$ cat src/rtl/msi_pkg.sv
// Shared encodings for the MSI coherence controller: line states and bus commands.
package msi_pkg;

   typedef enum logic [1:0] {
      ST_INVALID  = 2'b00,
      ST_MODIFIED = 2'b01,
      ST_SHARED   = 2'b10
   } msi_state_t;

   typedef enum logic [1:0] {
      BUS_INVALIDATE = 2'b00,
      BUS_WRITE_MISS = 2'b01,
      BUS_READ_MISS  = 2'b10,
      BUS_NONE       = 2'b11
   } msi_bus_t;

   // The unused code 11 reads as INVALID so a stray tag never looks owned.
   function automatic msi_state_t decode_state(input logic [1:0] raw);
      case (raw)
         2'b01:   return ST_MODIFIED;
         2'b10:   return ST_SHARED;
         default: return ST_INVALID;
      endcase
   endfunction

endpackage

$ cat src/rtl/msi_snoop_fsm.sv
// Snoop side of the MSI controller: reacts to commands observed on the shared bus.
module msi_snoop_fsm
   import msi_pkg::*;
(
   input  logic       clk,
   input  logic       rst,
   input  logic [1:0] state_in,
   input  logic       read_miss,
   input  logic       write_miss,
   input  logic       invalidate,
   output logic [1:0] state_next,
   output logic       write_back_next,
   output logic       abort_next
);

   msi_state_t st;
   msi_state_t state_d;
   logic       wb_d;
   logic       abort_d;

   assign st = decode_state(state_in);

   always_comb begin
      state_d = st;
      wb_d    = 1'b0;
      abort_d = 1'b0;
      if (write_miss) begin
         state_d = ST_INVALID;
         if (st == ST_MODIFIED) begin
            wb_d    = 1'b1;
            abort_d = 1'b1;
         end
      end else if (invalidate) begin
         // Owner flushes but memory still services the invalidating requester.
         state_d = ST_INVALID;
         wb_d    = (st == ST_MODIFIED);
      end else if (read_miss) begin
         unique case (st)
            ST_MODIFIED: begin
               state_d = ST_SHARED;
               wb_d    = 1'b1;
               abort_d = 1'b1;
            end
            ST_SHARED: state_d = ST_SHARED;
            default:   state_d = ST_INVALID;
         endcase
      end
   end

   always_ff @(posedge clk) begin
      if (rst) begin
         state_next      <= ST_INVALID;
         write_back_next <= 1'b0;
         abort_next      <= 1'b0;
      end else begin
         state_next      <= state_d;
         write_back_next <= wb_d;
         abort_next      <= abort_d;
      end
   end

endmodule

$ cat src/rtl/msi_coherence_controller.sv
// MSI cache coherence controller: registered CPU-side transitions plus an independent snoop path.
module msi_coherence_controller
   import msi_pkg::*;
(
   input  logic       clk,
   input  logic       rst,
   input  logic [1:0] cpu_state_in,
   input  logic       cpu_read_hit,
   input  logic       cpu_write_hit,
   input  logic       cpu_read_miss,
   input  logic       cpu_write_miss,
   output logic [1:0] cpu_state_next,
   output logic       cpu_write_back_next,
   output logic [1:0] bus_next,
   input  logic [1:0] snoop_state_in,
   input  logic       snoop_read_miss,
   input  logic       snoop_write_miss,
   input  logic       snoop_invalidate,
   output logic [1:0] snoop_state_next,
   output logic       snoop_write_back_next,
   output logic       abort_mem_access_next
);

   msi_state_t st;
   msi_state_t state_d;
   msi_bus_t   bus_d;
   logic       wb_d;

   assign st = decode_state(cpu_state_in);

   always_comb begin
      state_d = st;
      bus_d   = BUS_NONE;
      wb_d    = 1'b0;
      if (cpu_write_miss) begin
         state_d = ST_MODIFIED;
         bus_d   = BUS_WRITE_MISS;
         wb_d    = (st == ST_MODIFIED);
      end else if (cpu_write_hit) begin
         state_d = ST_MODIFIED;
         unique case (st)
            ST_MODIFIED: bus_d = BUS_NONE;
            ST_SHARED:   bus_d = BUS_INVALIDATE;
            default:     bus_d = BUS_WRITE_MISS;
         endcase
      end else if (cpu_read_miss) begin
         state_d = ST_SHARED;
         bus_d   = BUS_READ_MISS;
         wb_d    = (st == ST_MODIFIED);
      end else if (cpu_read_hit) begin
         // A hit on an invalid line is really a miss and must fetch the block.
         if (st == ST_INVALID) begin
            state_d = ST_SHARED;
            bus_d   = BUS_READ_MISS;
         end
      end
   end

   always_ff @(posedge clk) begin
      if (rst) begin
         cpu_state_next      <= ST_INVALID;
         bus_next            <= BUS_NONE;
         cpu_write_back_next <= 1'b0;
      end else begin
         cpu_state_next      <= state_d;
         bus_next            <= bus_d;
         cpu_write_back_next <= wb_d;
      end
   end

   msi_snoop_fsm u_snoop (
      .clk             (clk),
      .rst             (rst),
      .state_in        (snoop_state_in),
      .read_miss       (snoop_read_miss),
      .write_miss      (snoop_write_miss),
      .invalidate      (snoop_invalidate),
      .state_next      (snoop_state_next),
      .write_back_next (snoop_write_back_next),
      .abort_next      (abort_mem_access_next)
   );

endmodule

$ cat config.mk
export PLATFORM = sky130hd
export DESIGN_NAME = msi_coherence_controller
export DESIGN_NICKNAME = d
export VERILOG_FILES = /design/src/rtl/msi_pkg.sv /design/src/rtl/msi_snoop_fsm.sv /design/src/rtl/msi_coherence_controller.sv
export SDC_FILE = /design/constraint.sdc
export NUM_CORES = 1
export LEC_CHECK = 0
export CAP_MARGIN = 20
export CORE_AREA = 3 3 40 42
export CTS_CLUSTER_SIZE = 14
export DETAILED_ROUTE_END_ITERATION = 8
export DIE_AREA = 0 0 43 45
export GPL_ROUTABILITY_DRIVEN = 0
export PLACE_DENSITY = 0.67
export RECOVER_POWER = 25
export SLEW_MARGIN = 20
export SYNTH_ARGS = -nofsm -noshare
export SYNTH_HDL_FRONTEND = slang
export SYNTH_SLANG_ARGS = --single-unit
$ cat constraint.sdc
create_clock -name clk -period 1.94 [get_ports clk]
set_clock_uncertainty 0.2 [all_clocks]
set_input_delay 0.582 -clock clk [delete_from_list [all_inputs] [get_ports clk]]
set_output_delay 0.582 -clock clk [all_outputs]
set_load 0.005 [all_outputs]
==> metrics <==
outcome=completed; Hold Path Class=in2reg; TNS Setup=0 ns; htree depth=1; P&R area growth vs syn=79.5%; number of antenna-violating nets in the routed design=0; fin crit period=1.85 ns; Final Hold Fails=0; critical path's top delay family=buffers and inverters; Std-Cell Rows=13; DP Area=722 sq um; Via-to-Cell Ratio=4.21; gr ovfl total=0; clk buf depth=2; dominant synthesized flop cell=dfxtp_1; first-pass GRT wire length=1.41 mm; post-synth cell types=14; Synth Instances=between 40 and 50; critical path class=reg2out; flop and latch count out of synthesis=9; Post-synth EDFFs=0; Slew HR=0.849; clk sinks=9; wire per inst=around 9.4 microns; Worst Path Buf+Inv=1; Levels on crit path=1; crit end category=primary output; largest net degree at the start of global routing=7; vias in the first global route=approximately 380; Nets=99; All-Layer GR Usage=0.0950; Routed WL=just under 900 microns; initial antenna violation count=0; YS warnings=0; Setup crit start kind=flop; max_cap viols=0; crit-path max FO=1; fraction of layout cells with a size suffix above 1=0.177; total core area=1280 sq um; top cells by area, synth=dfxtp_1 (42%), ha_1 (17%), nand2b_1 (10%), nor2b_1 (5.8%), inv_1 (5.2%); mapped cell area=433 sq um; Worst Max-Slew Pin Slew=between 0.2 and 0.25 ns; root buf cell=clkbuf_4; Initial DRC Count=1; I/O pin total=22; crit path DAT=about 1.1 ns; Finished Cell Area=777 sq um; die span in x=43 microns; top-area cell type share of the netlist area=0.416; largest area contributor in the netlist=dfxtp_1; Slew Viols, Final=0; most numerous cell in the Yosys netlist=dfxtp_1; Post-CTS Hold Buffers=0; Inserted Diodes=0; Initial Utilization=0.337; DRT Pass-1 Iters=2; CTS tree=done; Final Cycle Share=0.952; top cells by count, synth=dfxtp_1 (9), nand2b_1 (7), ha_1 (6), inv_1 (6), nor2b_1 (4); Critical Path RT=1.16 ns; Worst VDD drop=0.224 mV; Final WS setup=0.0922 ns; syn nets=64; PortBufs=21; synthesized area per cell=approximately 9.6 sq um; Async SR Flop Fraction=0; pwr dens=about 550 nW/um^2; hold path cells=5; Worst path max stage delay=0.49 ns; total CTS buffers=3; FILL cells=around 110; final hold slack=0.668 ns; DRC viols=0; final core utilization=0.605; Finish-stage setup viols=0; Post-DP HPWL=between 700 and 800 microns; chip height=45 microns; sequential share of the synthesized area=0.416; vias=396; dpl ws=-0.294 ns; Highest Clock Rate=0.541 GHz; clock transition at the registers of the reported paths=0.06 ns; die area=1940 sq um; LEAKAGE=0.356 nW; crit path cell chain=clkdlybuf4s50_1; slowest CP cell=clkdlybuf4s50_1; RSZ-0062 raised after global routing=false
## per-stage QoR
step	power, mW	cells
6_report	0.428	94
5_1_grt	0.452	94
4_1_cts	0.428	94
3_5_place_dp	0.287	89
3_3_place_gp	0.286	89
2_1_floorplan	0.224	45
## cell type report
class                      instances  area [sq um]  area share
multi-input combinational         30           250       0.322
timing repair buffer              30           279       0.359
sequential                         9           180       0.232
inverter                           6          22.5      0.0290
clock buffer                       4          26.3      0.0338
tap                               15          18.8      0.0242
## routing by layer
metal | part of all wire | up-vias | track usage
li1 | - | 216 | -
met1 | 0.47 | 171 | 0.123
met2 | 0.49 | 9 | 0.153
met3 | 0.036 | 0 | 0
met4 | 0 | 0 | 0.0723
met5 | 0 | - | 0
## flip-flops by register name, indices dropped and copies added (netlist names)
signal,flops
bus_next,2
cpu_state_next,2
cpu_write_back_next,1
u_snoop.abort_next,1
u_snoop.state_next,2
u_snoop.write_back_next,1
## kinds of logic (layout without fill, tap and decap cells)
| group | after synthesis | count (layout) | share of synthesized area |
|---|---|---|---|
| fa+ha+maj | 6 | 6 | 0.173 |
| simple gates | 17 | 17 | 0.234 |
| flops | 9 | 9 | 0.416 |
| compound gates | 7 | 7 | 0.124 |
| buf+inv | 6 | 40 | 0.0520 |
## cells in the final DEF (no fill, tap or decap)
cell,n
nor2b_1,4
dlygate4sd3_1,2
or2b_1,1
or4_1,1
nand2b_1,6
a211oi_1,1
nand2b_4,1
buf_4,9
dfxtp_1,9
clkbuf_4,3
nor2_1,2
a2111oi_4,1
inv_1,6
dlygate4sd2_1,1
a21oi_1,3
ha_1,6
dlymetal6s2s_1,1
clkbuf_1,1
o31a_1,1
clkdlybuf4s50_1,17
nor3_1,2
a21o_1,1
## final timing paths
kind	from	endpoint
max	bus_next[0]$_SDFF_PP1_	bus_next[0]
min	cpu_state_in[1]	cpu_write_back_next$_SDFF_PP0_
## report_power, final
part           internal [mW]  switching, mW
registers              0.193        0.00202
clock network         0.0790         0.0608
logic                 0.0607         0.0328
total                  0.332         0.0956
## timing repair
action / in CTS / in global routing
endpoints found under the hold margin: 0 / 0
resized for setup: 1 / 3
setup endpoints to repair: 1 / 2
setup buffers: 1 / 0
Note: power is estimated with default switching activity, not from simulation.
